===== config.mk =====
export PLATFORM = sky130hd
export DESIGN_NAME = cpu_mc_core_flat
export DESIGN_NICKNAME = d
export VERILOG_FILES = /design/src/rtl/cpu_mc_core_if.sv /design/src/rtl/cpu_mc_core.sv /design/src/flat_wrapper.sv
export SDC_FILE = /design/constraint.sdc
export NUM_CORES = 1
export LEC_CHECK = 0
export BUFFER_PORTS_ARGS = -buffer_cell sky130_fd_sc_hd__buf_2
export CAP_MARGIN = 5
export CORE_ASPECT_RATIO = 1.75
export CORE_MARGIN = 8
export CORE_UTILIZATION = 50
export DETAILED_ROUTE_END_ITERATION = 8
export MAX_ROUTING_LAYER = met4
export PLACE_DENSITY = 0.69
export SLEW_MARGIN = 20
export SYNTH_ARGS = -nofsm -noshare
export SYNTH_HDL_FRONTEND = slang
export SYNTH_SLANG_ARGS = --single-unit
export TNS_END_PERCENT = 100

===== constraint.sdc =====
create_clock -name clk -period 9.6 [get_ports clk]
set_input_delay 0.96 -clock clk [delete_from_list [all_inputs] [get_ports clk]]
set_output_delay 0.96 -clock clk [all_outputs]
set_load 0.02 [all_outputs]

===== src/rtl/cpu_mc_core_if.sv =====
// Instruction/data memory request-acknowledge bundle for cpu_mc_core.
// master = core side, slave = memory side; requests hold until the matching ack.
interface cpu_mc_core_if #(
    parameter int DATA_W = 8,
    parameter int ADDR_W = 8
);
    logic              imem_req;
    logic [ADDR_W-1:0] imem_addr;
    logic [15:0]       imem_rdata;
    logic              imem_ack;

    logic              dmem_req;
    logic              dmem_we;
    logic [ADDR_W-1:0] dmem_addr;
    logic [DATA_W-1:0] dmem_wdata;
    logic [DATA_W-1:0] dmem_rdata;
    logic              dmem_ack;

    modport master (
        output imem_req, imem_addr, dmem_req, dmem_we, dmem_addr, dmem_wdata,
        input  imem_rdata, imem_ack, dmem_rdata, dmem_ack
    );

    modport slave (
        input  imem_req, imem_addr, dmem_req, dmem_we, dmem_addr, dmem_wdata,
        output imem_rdata, imem_ack, dmem_rdata, dmem_ack
    );
endinterface


===== src/rtl/cpu_mc_core.sv =====
// Multi-cycle 16-bit-instruction load/store core, 4-entry RF; CPU_MC_PERF_EN adds cycle/retire counters.
// Latency (zero-wait): ALU/LDI 3, LD 4, ST 3, BEQZ 2 cycles; HLT parks the core.
// Backpressure: FETCH and MEM stall with request and address held until the memory acks.
module cpu_mc_core #(
    parameter int                DATA_W   = 8,
    parameter int                ADDR_W   = 8,
    parameter logic [ADDR_W-1:0] RESET_PC = '0
) (
    input  logic              clk,
    input  logic              rst,
    cpu_mc_core_if.master     bus,
    output logic              hlt,
    output logic [ADDR_W-1:0] pc
`ifdef CPU_MC_PERF_EN
    ,
    output logic [31:0]       cyc_cnt,
    output logic [31:0]       ret_cnt
`endif
);

    typedef enum logic [2:0] {
        S_FETCH = 3'd0,
        S_EXEC  = 3'd1,
        S_MEM   = 3'd2,
        S_WB    = 3'd3,
        S_HALT  = 3'd4
    } state_t;

    localparam logic [2:0] OP_ADD  = 3'd0;
    localparam logic [2:0] OP_SUB  = 3'd1;
    localparam logic [2:0] OP_NAND = 3'd2;
    localparam logic [2:0] OP_LDI  = 3'd3;
    localparam logic [2:0] OP_LD   = 3'd4;
    localparam logic [2:0] OP_ST   = 3'd5;
    localparam logic [2:0] OP_BEQZ = 3'd6;
    localparam logic [2:0] OP_HLT  = 3'd7;

    state_t            state, state_nxt;
    logic [15:0]       ir;
    logic [DATA_W-1:0] rf [4];
    logic [DATA_W-1:0] result_q;
    logic [DATA_W-1:0] wdata_q;
    logic [ADDR_W-1:0] ea_q;

    logic [2:0]        op;
    logic [1:0]        rd_a, rs_a, rt_a;
    logic [DATA_W-1:0] rs_val, rt_val, st_val;
    logic [DATA_W-1:0] imm_d;
    logic [ADDR_W-1:0] imm_a;
    logic [ADDR_W-1:0] base_a;
    logic [ADDR_W-1:0] pc_inc;
    logic [ADDR_W-1:0] br_tgt;
    logic [ADDR_W-1:0] ea_c;
    logic [DATA_W-1:0] alu_c;
    logic              br_taken;

    // Instruction field decode; ST reuses the rd slot as its data source.
    always_comb begin
        op       = ir[15:13];
        rd_a     = ir[12:11];
        rs_a     = ir[10:9];
        rt_a     = ir[8:7];
        rs_val   = rf[rs_a];
        rt_val   = rf[rt_a];
        st_val   = rf[rd_a];
        imm_d    = DATA_W'($signed(ir[8:0]));
        imm_a    = ADDR_W'($signed(ir[8:0]));
        base_a   = ADDR_W'(rs_val);
        pc_inc   = pc + ADDR_W'(1);
        br_tgt   = pc_inc + imm_a;
        ea_c     = base_a + imm_a;
        br_taken = (rs_val == '0);
    end

    always_comb begin
        alu_c = '0;
        case (op)
            OP_ADD:  alu_c = rs_val + rt_val;
            OP_SUB:  alu_c = rs_val - rt_val;
            OP_NAND: alu_c = ~(rs_val & rt_val);
            OP_LDI:  alu_c = imm_d;
            default: alu_c = '0;
        endcase
    end

    always_ff @(posedge clk) begin
        if (rst) state <= S_FETCH;
        else     state <= state_nxt;
    end

    always_comb begin
        state_nxt = state;
        case (state)
            S_FETCH: if (bus.imem_ack) state_nxt = S_EXEC;
            S_EXEC: begin
                case (op)
                    OP_ADD, OP_SUB, OP_NAND, OP_LDI: state_nxt = S_WB;
                    OP_LD, OP_ST:                    state_nxt = S_MEM;
                    OP_BEQZ:                         state_nxt = S_FETCH;
                    default:                         state_nxt = S_HALT;
                endcase
            end
            S_MEM:   if (bus.dmem_ack) state_nxt = (op == OP_LD) ? S_WB : S_FETCH;
            S_WB:    state_nxt = S_FETCH;
            S_HALT:  state_nxt = S_HALT;
            default: state_nxt = S_FETCH;
        endcase
    end

    // Strobes come straight from state; data-side buses read as zero outside MEM.
    always_comb begin
        bus.imem_req   = (state == S_FETCH);
        bus.imem_addr  = pc;
        bus.dmem_req   = (state == S_MEM);
        bus.dmem_we    = 1'b0;
        bus.dmem_addr  = '0;
        bus.dmem_wdata = '0;
        hlt            = (state == S_HALT);
        if (state == S_MEM) begin
            bus.dmem_addr = ea_q;
            if (op == OP_ST) begin
                bus.dmem_we    = 1'b1;
                bus.dmem_wdata = wdata_q;
            end
        end
    end

    always_ff @(posedge clk) begin
        if (rst) begin
            pc       <= RESET_PC;
            ir       <= '0;
            result_q <= '0;
            wdata_q  <= '0;
            ea_q     <= '0;
            for (int i = 0; i < 4; i++) rf[i] <= '0;
        end else begin
            case (state)
                S_FETCH: if (bus.imem_ack) ir <= bus.imem_rdata;
                S_EXEC: begin
                    result_q <= alu_c;
                    ea_q     <= ea_c;
                    wdata_q  <= st_val;
                    if (op == OP_BEQZ) pc <= br_taken ? br_tgt : pc_inc;
                end
                S_MEM: begin
                    if (bus.dmem_ack) begin
                        if (op == OP_LD) result_q <= bus.dmem_rdata;
                        else             pc       <= pc_inc;
                    end
                end
                S_WB: begin
                    rf[rd_a] <= result_q;
                    pc       <= pc_inc;
                end
                default: ;
            endcase
        end
    end

`ifdef CPU_MC_PERF_EN
    logic ret_evt;

    // An instruction retires when it leaves the core for good: WB, ST ack, BEQZ/HLT in EXEC.
    always_comb begin
        ret_evt = 1'b0;
        case (state)
            S_WB:    ret_evt = 1'b1;
            S_MEM:   ret_evt = bus.dmem_ack && (op == OP_ST);
            S_EXEC:  ret_evt = (op == OP_BEQZ) || (op == OP_HLT);
            default: ret_evt = 1'b0;
        endcase
    end

    always_ff @(posedge clk) begin
        if (rst) begin
            cyc_cnt <= '0;
            ret_cnt <= '0;
        end else begin
            if (state != S_HALT) cyc_cnt <= cyc_cnt + 32'd1;
            if (ret_evt)         ret_cnt <= ret_cnt + 32'd1;
        end
    end
`endif

endmodule


===== src/flat_wrapper.sv =====
// flat-port wrapper written by rule: the top's interface ports become plain ports
module cpu_mc_core_flat 
#(
    parameter int                DATA_W   = 8,
    parameter int                ADDR_W   = 8,
    parameter logic [ADDR_W-1:0] RESET_PC = '0
)
  (clk, rst, hlt, pc, bus_imem_req, bus_imem_addr, bus_dmem_req, bus_dmem_we, bus_dmem_addr, bus_dmem_wdata, bus_imem_rdata, bus_imem_ack, bus_dmem_rdata, bus_dmem_ack);
  cpu_mc_core_if #(.DATA_W(DATA_W), .ADDR_W(ADDR_W)) bus_i ();
  input  logic clk;
  input  logic rst;
  output logic hlt;
  output logic [ADDR_W-1:0] pc;
  output wire logic [$bits(bus_i.imem_req)-1:0] bus_imem_req;
  output wire logic [$bits(bus_i.imem_addr)-1:0] bus_imem_addr;
  output wire logic [$bits(bus_i.dmem_req)-1:0] bus_dmem_req;
  output wire logic [$bits(bus_i.dmem_we)-1:0] bus_dmem_we;
  output wire logic [$bits(bus_i.dmem_addr)-1:0] bus_dmem_addr;
  output wire logic [$bits(bus_i.dmem_wdata)-1:0] bus_dmem_wdata;
  input wire logic [$bits(bus_i.imem_rdata)-1:0] bus_imem_rdata;
  input wire logic [$bits(bus_i.imem_ack)-1:0] bus_imem_ack;
  input wire logic [$bits(bus_i.dmem_rdata)-1:0] bus_dmem_rdata;
  input wire logic [$bits(bus_i.dmem_ack)-1:0] bus_dmem_ack;
  assign bus_imem_req = bus_i.imem_req;
  assign bus_imem_addr = bus_i.imem_addr;
  assign bus_dmem_req = bus_i.dmem_req;
  assign bus_dmem_we = bus_i.dmem_we;
  assign bus_dmem_addr = bus_i.dmem_addr;
  assign bus_dmem_wdata = bus_i.dmem_wdata;
  assign bus_i.imem_rdata = bus_imem_rdata;
  assign bus_i.imem_ack = bus_imem_ack;
  assign bus_i.dmem_rdata = bus_dmem_rdata;
  assign bus_i.dmem_ack = bus_dmem_ack;
  cpu_mc_core #(.DATA_W(DATA_W), .ADDR_W(ADDR_W), .RESET_PC(RESET_PC)) u_core (.clk(clk), .rst(rst), .bus(bus_i), .hlt(hlt), .pc(pc));
endmodule

==> results of run 1 <==
## flip-flops by register name (all words and copies together) (netlist names), named ones only
register              count
u_core.bus.imem_addr      8
u_core.ea_q               8
u_core.result_q           8
u_core.wdata_q            8
u_core.state              3
u_core.ir                16
u_core.rf                32
## critical path, cell delays in order (launching register included)
cell       delay, ns
dfxtp_1         0.54
inv_1           0.24
nor3_1          0.75
mux2_2          0.45
inv_1           0.07
ha_1            0.21
nor2b_1         0.12
o21ai_0         0.34
a21oi_1         0.20
o41ai_1         0.36
xnor2_1         0.16
a21oi_1         0.08
a2111oi_0       0.33
## metrics by stage
step	total power, uW	hold slack [ns]
after floorplan	629	0.428
after global placement	695	0.440
after detailed placement	702	0.449
after CTS	1040	0.455
after global routing	1090	0.475
final	1040	0.457
## path summary, 6_finish.rpt
check                         start            endpoint  slack [ns]
hold reg to reg   u_core.wdata_q[7]   u_core.wdata_q[7]        0.46
setup reg to reg      u_core.ir[13]  u_core.result_q[7]        5.65
hold / removal    u_core.wdata_q[7]   u_core.wdata_q[7]        0.46
setup / recovery      u_core.ir[13]  u_core.result_q[7]        5.65
## cell usage after synthesis, types with 2 or more instances
master,number,area share (%)
nor2_1,40,2.8
o211ai_1,4,0.56
buf_2,3,0.28
o21a_1,6,0.83
o21ai_0,28,2.6
xnor2_1,17,2.8
inv_1,18,1.2
a211oi_1,8,1.1
dfxtp_1,55,20
o21bai_1,3,0.42
o41ai_1,2,0.32
a311oi_1,2,0.32
mux4_1,5,2.4
nand2_1,74,5.1
ha_1,24,5.6
xor2_1,8,1.3
nand3b_1,3,0.42
mux4_2,19,7.9
mux2_2,2,0.42
or2_2,2,0.23
and2_1,41,4.7
a2111oi_0,2,0.32
buf_4,9,1.2
nor3_1,19,1.8
nor2b_1,8,0.93
fa_1,3,1.1
clkbuf_1,25,1.7
a21oi_1,45,4.2
or3_1,5,0.58
a21o_1,3,0.42
nand2b_1,5,0.58
and3_1,12,1.4
nor3b_1,2,0.28
a22oi_1,8,1.1
nand3_1,11,1.0
a31oi_1,6,0.69
edfxtp_1,32,18
## power groups by stage
stage,logic [uW],registers [uW],clock network [uW]
finish,256,442,339
global route,280,446,359
CTS,254,442,345
detailed placement,252,450,0
global placement,247,448,0
floorplan,199,430,0
## routing by layer
layer | part of all wire (%) | track usage, % | up-vias
met1 | 35 | 21.3 | 2180
met2 | 57 | 41.1 | 119
met3 | 3.4 | 2.88 | 37
met4 | 4.1 | 11.2 | 0
met5 | 0 | - | -
li1 | - | - | 2150
## cells by family (layout without fill, tap and decap cells)
family	count (synthesis)	count (layout)	share of synthesized area [%]
AND/OR/NAND/NOR	227	227	20.8
adder cells (fa/ha/maj)	27	27	6.67
flip-flops	87	87	38.1
multiplexers	27	27	11.0
XOR/XNOR	25	25	4.05
buffers and inverters	58	103	4.88
AO/OA/AOI/OAI	127	127	14.5
## area by class of cell
class / instances / area share (%)
timing repair buffer: 69 / 5.99
sequential: 87 / 34.3
clock inverter: 5 / 0.499
multi-input combinational: 433 / 51.2
inverter: 18 / 1.12
tap: 130 / 2.70
clock buffer: 11 / 4.22
==> metrics.cfg, run 1 <==
[run_status]
status = finished, final reports clean

[global_routing]
grt_pass1_wl_um = 24000
grt_max_degree = 62
grtUsageTotal_pct = 22.1
grt_pass1_vias = 4482
grt-ovfl-total = 0
grt_antenna_before_repair = 0

[die]
die_width_um = 94.6
fp-row-count = 50
boundaryPins = 64
core_area_sq_mm = 0.0106
die_h_um = 154
start_util_pct = 50.8
dieArea_sq_mm = 0.0145

[synth]
syn_nets = 633
netlist_area_sq_mm = 0.00541
synth-seq-area-share_pct = 38.1
ys_ff_latch = 87
synth_edf_count = 32
yosys_warnings = 0
avgSynthCellArea_sq_um = 9.35
ys_types = 56
syn_inst = 578
async_reset_ff_share_pct = 0
ys.flop_type = dfxtp_1

[layout]
layoutNonFillerInstCount = 753
multiInputGateArea_sq_mm = 0.00308
postLayoutCellArea_sq_mm = 0.00602
mostFrequentLayoutCells = nand2_1 (74), buf_2 (63), dfxtp_1 (55), a21oi_1 (45), and2_1 (41)
finish.utilization_pct = 56.6
syn_to_final_growth_pct = 11.3
num-fill-cells = 953
final_common_cell = nand2_1
antenna_cells = 0
regArea_sq_mm = 0.00206
nets = 673
drive_above_1_share_pct = 17.7

[clock_tree]
post_cts_buffers = 0
numCtsBuffers = 9
cts.hold.buffers_added = 0
cts_sinks = 87
htreeDepth = 3
cts_buffer_depth = 2
cts.clk_slew.worst_paths_ns = 0.07
ctsResizeCount = 0
cts_tree = yes
root_buffer = clkbuf_16
worstSkewPairLatency_ns = 0.34

[routing]
via_count = 4486
ant_nets = 0
totalWireLength_um = 15400
drc = 0
vias_per_cell = 5.96
routedWlPerCell_um = 20.5
dr.pass1.iters = 5
drt_iter0_markers = 322

[sta]
worst-slew-pin-transition_ns = 0.863
tns_ns = 0
timing.final.crit_share_pct = 41.2
period_needed_ns = 3.95
rsz0062_at_grt = no
slew_viol_final = 0
fmax_ghz = 0.253
slew_headroom_pct = 42.0
hold_viol = 0
finalSetupViolations = 0
worst_slack_ns = 5.65
skew_ns = 0.00662

[placed_design]
dp_slack_ns = 5.71
dp.cells = 737
gp_congestion = 0.884
dp_hpwl_um = 12100
place_area_sq_mm = 0.00573
io_buffers = 63

[power]
power_frac_comb_pct = 24.7
p_sw_uw = 332
p_leak_uw = 0.00243
clkPwrFrac_pct = 32.7
internal_power_uw = 705
ir_drop_uv = 105
switching_share_pct = 32.0
p_per_area_mw_per_mm2 = 172
seqPwrFrac_pct = 42.6

[setup_path]
worstSetupPathType = flip-flop to flip-flop
critPathCaptureType = flip-flop
startpoint_type = flip-flop
critPathMaxFanout = 11
crit_arrival_ns = 4.18
required_ns = 9.82
reg2regPathDepth = 12

[run]
maxCapViolCount = 0

[min_path]
hold_depth = 2
hold_path_class = flip-flop to flip-flop

No activity file was read; power rests on OpenSTA's default activity.
==> run 2: changes to the inputs <==
==> constraint.sdc (replaced) <==
create_clock -name clk -period 3.8 [get_ports clk]
set_input_delay 0.38 -clock clk [delete_from_list [all_inputs] [get_ports clk]]
set_output_delay 0.38 -clock clk [all_outputs]
set_load 0.02 [all_outputs]
==> run 2 against run 1 <==
Against the previous run: non-clock buffer count increased by 8; clock skew rose by 0.0014 ns; utilization rose by 0.81 points; critical path depth is the same; clock-buffer cell count stayed put; combinational power rose to 2.6 times the previous value; setup slack worse by 5.4 ns; final cell count rose by 1.1%; routed wire length is 1.1% lower; maximum frequency is 12% higher; first-iteration DRC count down 20%; largest power group unchanged.
==> metrics.cfg, run 2 (same netlist as run 1, synthesis figures left out) <==
[routing]
drc = 0  ; unchanged
routedWlPerCell_um = 20.1  ; -2.1%
dr.pass1.iters = 4  ; -1
via_count = 4450  ; -0.80%
ant_nets = 0  ; unchanged
vias_per_cell = 5.85  ; -1.8%
drt_iter0_markers = 259  ; -20%
totalWireLength_um = 15300  ; -1.1%

[die]
die_width_um = 94.6  ; unchanged
dieArea_sq_mm = 0.0145  ; unchanged
fp-row-count = 50  ; unchanged
boundaryPins = 64  ; unchanged
die_h_um = 154  ; unchanged
start_util_pct = 50.8  ; unchanged
core_area_sq_mm = 0.0106  ; unchanged

[clock_tree]
worstSkewPairLatency_ns = 0.34  ; about the same
numCtsBuffers = 9  ; unchanged
root_buffer = clkbuf_16
cts_sinks = 87  ; unchanged
cts_buffer_depth = 2  ; unchanged
cts.hold.buffers_added = 0  ; unchanged
cts_tree = yes
cts.clk_slew.worst_paths_ns = 0.07  ; about the same
htreeDepth = 3  ; unchanged

[placed_design]
dp.cells = 745  ; +1.1%
dp_hpwl_um = 12000  ; -0.20%
gp_congestion = 0.885  ; about the same
io_buffers = 63  ; unchanged
dp_slack_ns = 0.282  ; -5.43 ns

[global_routing]
grt_max_degree = 59  ; -4.8%
grt_pass1_vias = 4497  ; +0.33%
grt-ovfl-total = 0  ; unchanged
grt_pass1_wl_um = 23600  ; -1.7%
grt_antenna_before_repair = 0  ; unchanged
grtUsageTotal_pct = 21.8  ; -0.36 points

[sta]
timing.final.crit_share_pct = 93.3  ; +52 points
slew_viol_final = 0  ; unchanged
worst_slack_ns = 0.255  ; -5.39 ns
fmax_ghz = 0.282  ; +12%
tns_ns = 0  ; unchanged
period_needed_ns = 3.54  ; -0.410 ns
skew_ns = 0.00798  ; +0.00137 ns
rsz0062_at_grt = no
finalSetupViolations = 0  ; unchanged
worst-slew-pin-transition_ns = 1.00  ; +0.140 ns
hold_viol = 0  ; unchanged
slew_headroom_pct = 32.7  ; -9.4 points

[layout]
reg_top3 = u_core.rf: 32 flops, u_core.ir: 16 flops
nets = 681  ; +1.2%
largest_reg_flops = 32  ; unchanged
final_common_cell = nand2_1
syn_to_final_growth_pct = 12.9
mostFrequentLayoutCells = nand2_1 (74), buf_2 (63), dfxtp_1 (55), a21oi_1 (45), and2_1 (41)
antenna_cells = 0  ; unchanged
largest-register = u_core.rf
layoutNonFillerInstCount = 761  ; +1.1%
num-fill-cells = 948  ; -0.52%
drive_above_1_share_pct = 19.0  ; +1.4 points

[setup_path]
critPathMaxFanout = 6  ; -5
crit_arrival_ns = 3.76  ; -0.42 ns
crit_buf_inv = 1  ; -1
startpoint_type = flip-flop
crit_family = compound AO/OA/AOI/OAI gates
crit_chain = buf_4, mux4_2, nor3_1, nor2_1, xnor2_1, ha_1, o21ai_0, a21oi_1, o41ai_1, xnor2_1, a21oi_1, a2111oi_0
cpPeakStageDelay_ns = 0.58  ; -0.17 ns
critical_path.slowest_cell = mux4_2
required_ns = 4.01  ; -5.81 ns
worstSetupPathType = flip-flop to flip-flop
critPathCaptureType = flip-flop

[power]
p_per_area_mw_per_mm2 = 439  ; +150%
internal_power_uw = 1830  ; +160%
seqPwrFrac_pct = 41.2  ; -1.4 points
clkPwrFrac_pct = 34.1  ; +1.4 points
ir_drop_uv = 271  ; +160%
switching_share_pct = 31.6  ; -0.41 points
p_sw_uw = 847  ; +160%
power_frac_comb_pct = 24.7  ; about the same
p_leak_uw = 0.00249  ; +2.2%

[run]
maxCapViolCount = 0  ; unchanged

[min_path]
hold_path_class = input port to flip-flop

[run_status]
status = finished, final reports clean

[run 2: cell types whose count changed in the layout (fill, tap and decap cells not counted)]
cell,before,now
buf_4,6,14
clkbuf_1,1,0
clkbuf_16,10,11
clkinv_1,1,0
clkinv_4,0,1
o21ai_0,28,27
o21ai_1,0,1
[run 2: path summary, 6_finish.rpt]
kind              cells after the start  slack (ns)                  to          startpoint
setup / recovery                     12        0.26  u_core.result_q[7]           flip-flop
hold / removal                        3        0.27       u_core.ir[12]  bus_imem_rdata[12]
setup reg to reg                     12        0.26  u_core.result_q[7]           flip-flop
hold reg to reg                       2        0.45      u_core.ea_q[3]      u_core.ea_q[3]
[run 2: what timing repair did]
action / CTS / global route
gates resized for setup: 0 / 1
buffers inserted: 0 / 0
setup endpoints to repair: 0 / 1
[run 2: worst reg2reg max path, cell delays in order (launching register included)]
cell       delay [ns]
dfxtp_1          0.41
buf_4            0.22
mux4_2           0.58
nor3_1           0.38
nor2_1           0.10
xnor2_1          0.14
ha_1             0.31
o21ai_0          0.20
a21oi_1          0.11
o41ai_1          0.37
xnor2_1          0.17
a21oi_1          0.08
a2111oi_0        0.35
[run 2: layout make-up]
cell class                 count  area [sq um]  area share, %
multi-input combinational    433          3080           50.5
sequential                    87          2060           33.8
timing repair buffer          77           420           6.89
clock buffer                  11           275           4.51
tap                          130           163           2.67
inverter                      18          67.6           1.11
clock inverter                 5          35.0          0.574
[run 2: metrics by stage]
stage | util (%) | hold slack, ns | cell area, sq um | power (uW)
4_1_cts | 57.4 | 0.262 | 6100 | 2680
5_1_grt | 57.4 | 0.274 | 6100 | 2800
6_report | 57.4 | 0.272 | 6100 | 2680
3_3_place_gp | 54.5 | 0.439 | 5790 | 1760
3_5_place_dp | 54.5 | 0.441 | 5790 | 1780
2_1_floorplan | - | 0.428 | 5410 | 1590
[run 2: power by group through the flow]
stage	Clock (uW)	Sequential [uW]	Combinational, uW
6_report	914	1110	661
5_1_grt	955	1120	728
4_1_cts	920	1110	658
3_5_place_dp	0	1130	654
3_3_place_gp	0	1120	645
2_1_floorplan	0	1090	502
[run 2: metal layers]
| layer | GRT usage (%) | vias to the layer above | part of all wire, % |
|---|---|---|---|
| li1 | - | 2158 | - |
| met4 | 15.9 | 0 | 6.5 |
| met5 | - | - | 0 |
| met3 | 2.39 | 55 | 3.4 |
| met1 | 20.4 | 2129 | 35 |
| met2 | 39.1 | 108 | 55 |
==> run 3: changes to the inputs <==
==> constraint.sdc (replaced) <==
create_clock -name clk -period 4.01 [get_ports clk]
set_input_delay 0.401 -clock clk [delete_from_list [all_inputs] [get_ports clk]]
set_output_delay 0.401 -clock clk [all_outputs]
set_load 0.02 [all_outputs]
==> run 3 against run 2 <==
Against the previous run: register-to-register slack improved by 0.20 ns; routed wire length is 0.42% lower; utilization fell by 0.40 points; sequential share of layout area up 0.24 points; clock-buffer cell count is 1 lower; maximum frequency shrank 0.32%; global-route usage barely moved; non-clock buffer count is 3 lower.
==> metrics.cfg, run 3 (same netlist as run 1, synthesis figures left out) <==
[die]
die_width_um = 94.6  ; unchanged
fp-row-count = 50  ; unchanged
boundaryPins = 64  ; unchanged
die_h_um = 154  ; unchanged
start_util_pct = 50.8  ; unchanged
dieArea_sq_mm = 0.0145  ; unchanged
core_area_sq_mm = 0.0106  ; unchanged

[global_routing]
grt_pass1_wl_um = 23600  ; about the same
grtUsageTotal_pct = 21.8  ; +0.039 points
grt_max_degree = 59  ; unchanged
grt_pass1_vias = 4482  ; -0.33%
grt-ovfl-total = 0  ; unchanged
grt_antenna_before_repair = 0  ; unchanged

[layout]
nets = 678  ; -0.44%
drive_above_1_share_pct = 18.3  ; -0.71 points
postLayoutCellArea_sq_mm = 0.00606  ; -0.70%
syn_to_final_growth_pct = 12.1
mostFrequentLayoutCells = nand2_1 (74), buf_2 (63), dfxtp_1 (55), a21oi_1 (45), and2_1 (41)
largest-register = u_core.rf
largest_reg_flops = 32  ; unchanged
final_common_cell = nand2_1
reg_top3 = u_core.rf: 32 flops, u_core.ir: 16 flops
antenna_cells = 0  ; unchanged

[clock_tree]
numCtsBuffers = 9  ; unchanged
ctsResizeCount = 0  ; unchanged
cts_tree = yes
cts_buffer_depth = 2  ; unchanged
htreeDepth = 3  ; unchanged
post_cts_buffers = 0  ; unchanged
cts.hold.buffers_added = 0  ; unchanged
cts.clk_slew.worst_paths_ns = 0.07  ; about the same
root_buffer = clkbuf_16
worstSkewPairLatency_ns = 0.35  ; about the same
cts_sinks = 87  ; unchanged

[power]
seqPwrFrac_pct = 41.8  ; +0.6 points
internal_power_uw = 1720  ; -6.3%
p_sw_uw = 798  ; -5.8%
clkPwrFrac_pct = 33.7  ; -0.4 points
p_leak_uw = 0.00246  ; -1.1%
ir_drop_uv = 232  ; -14%
power_frac_comb_pct = 24.6  ; about the same
switching_share_pct = 31.7  ; +0.12 points
p_per_area_mw_per_mm2 = 415  ; -5.5%

[sta]
timing.final.crit_share_pct = 88.7  ; -4.6 points
period_needed_ns = 3.56  ; +0.0112 ns
rsz0062_at_grt = no
hold_viol = 0  ; unchanged
finalSetupViolations = 0  ; unchanged
fmax_ghz = 0.281  ; -0.32%
worst-slew-pin-transition_ns = 0.969  ; -0.0334 ns
holdWs_ns = 0.286  ; +0.0143 ns
slew_headroom_pct = 35.3  ; +2.6 points
skew_ns = 0.00863  ; +0.000648 ns
tns_ns = 0  ; unchanged
worst_slack_ns = 0.454  ; +0.199 ns
slew_viol_final = 0  ; unchanged

[min_path]
hold_path_class = input port to flip-flop
hold_depth = 3  ; unchanged
holdPathEnd = u_core.ir[13]
hold_start = bus_imem_rdata[13]

[placed_design]
dp_slack_ns = 0.467  ; +0.185 ns
place_area_sq_mm = 0.00577  ; -0.39%
io_buffers = 63  ; unchanged
gp_congestion = 0.897  ; +1.5%
dp_hpwl_um = 11900  ; -1.5%

[routing]
dr.pass1.iters = 5  ; +1
routedWlPerCell_um = 20.1  ; about the same
drc = 0  ; unchanged
drt_iter0_markers = 269  ; +3.9%
totalWireLength_um = 15200  ; -0.42%
vias_per_cell = 5.85  ; about the same
ant_nets = 0  ; unchanged
via_count = 4432  ; -0.40%

[setup_path]
critPathCaptureType = flip-flop
crit_arrival_ns = 3.78  ; +0.02 ns
reg2regPathDepth = 13  ; +1
critPathMaxFanout = 4  ; -2
regToRegEndpoint = u_core.result_q[7]
ff2ff_setup_slack_ns = 0.45  ; +0.20 ns
startpoint_type = flip-flop
required_ns = 4.23  ; +0.22 ns
worstSetupPathType = flip-flop to flip-flop

[run_status]
status = finished, final reports clean

[run]
maxCapViolCount = 0  ; unchanged

[run 3: worst max path at each step]
stage | slack, ns | from | cells past startpoint | end
floorplan | 0.84 | flip-flop | 14 | u_core.result_q[7]
global placement | 0.63 | flip-flop | 13 | u_core.result_q[7]
detailed placement | 0.47 | flip-flop | 13 | u_core.result_q[7]
CTS | 0.48 | flip-flop | 13 | u_core.result_q[7]
global route | 0.17 | flip-flop | 12 | u_core.result_q[7]
finish | 0.45 | flip-flop | 13 | u_core.result_q[7]
[run 3: metal layers]
| layer | global-route usage [%] | up-vias | share of wire (%) |
|---|---|---|---|
| met2 | 39.0 | 110 | 56 |
| met5 | - | - | 0 |
| met3 | 3.66 | 47 | 3.7 |
| met4 | 14.4 | 0 | 5.9 |
| li1 | - | 2154 | - |
| met1 | 20.4 | 2121 | 35 |
[run 3: area by class of cell]
class | count | area, sq um
Inverter | 18 | 67.6
Sequential cell | 87 | 2060
Clock buffer | 10 | 229
Tap cell | 130 | 163
Timing Repair Buffer | 74 | 398
Clock inverter | 6 | 61.3
Multi-Input combinational cell | 433 | 3080
Fill cell | 978 | 4580
[run 3: worst max-delay path: stages (launching register included)]
cell and delay [ns]:
dfxtp_1 0.43, mux4_2 0.59, inv_1 0.08, ha_1 0.22, mux2_2 0.28, inv_1 0.06
ha_1 0.21, nor2b_1 0.12, o21ai_0 0.27, a21oi_1 0.18, o41ai_1 0.39, xnor2_1 0.17
a21oi_1 0.08, a2111oi_0 0.35
[run 3: power groups by stage]
stage,registers [uW],logic (uW),clock network [uW]
2_1_floorplan,1030,476,0
3_3_place_gp,1060,606,0
3_5_place_dp,1070,612,0
4_1_cts,1050,616,852
5_1_grt,1060,680,893
6_report,1050,618,847
[run 3: through the flow]
stage / util (%) / std cells / power, uW
global route: 57.0 / 758 / 2630
global placement: 54.2 / 742 / 1670
CTS: 57.0 / 758 / 2520
finish: 57.0 / 758 / 2520
detailed placement: 54.2 / 742 / 1680
floorplan: - / 578 / 1510
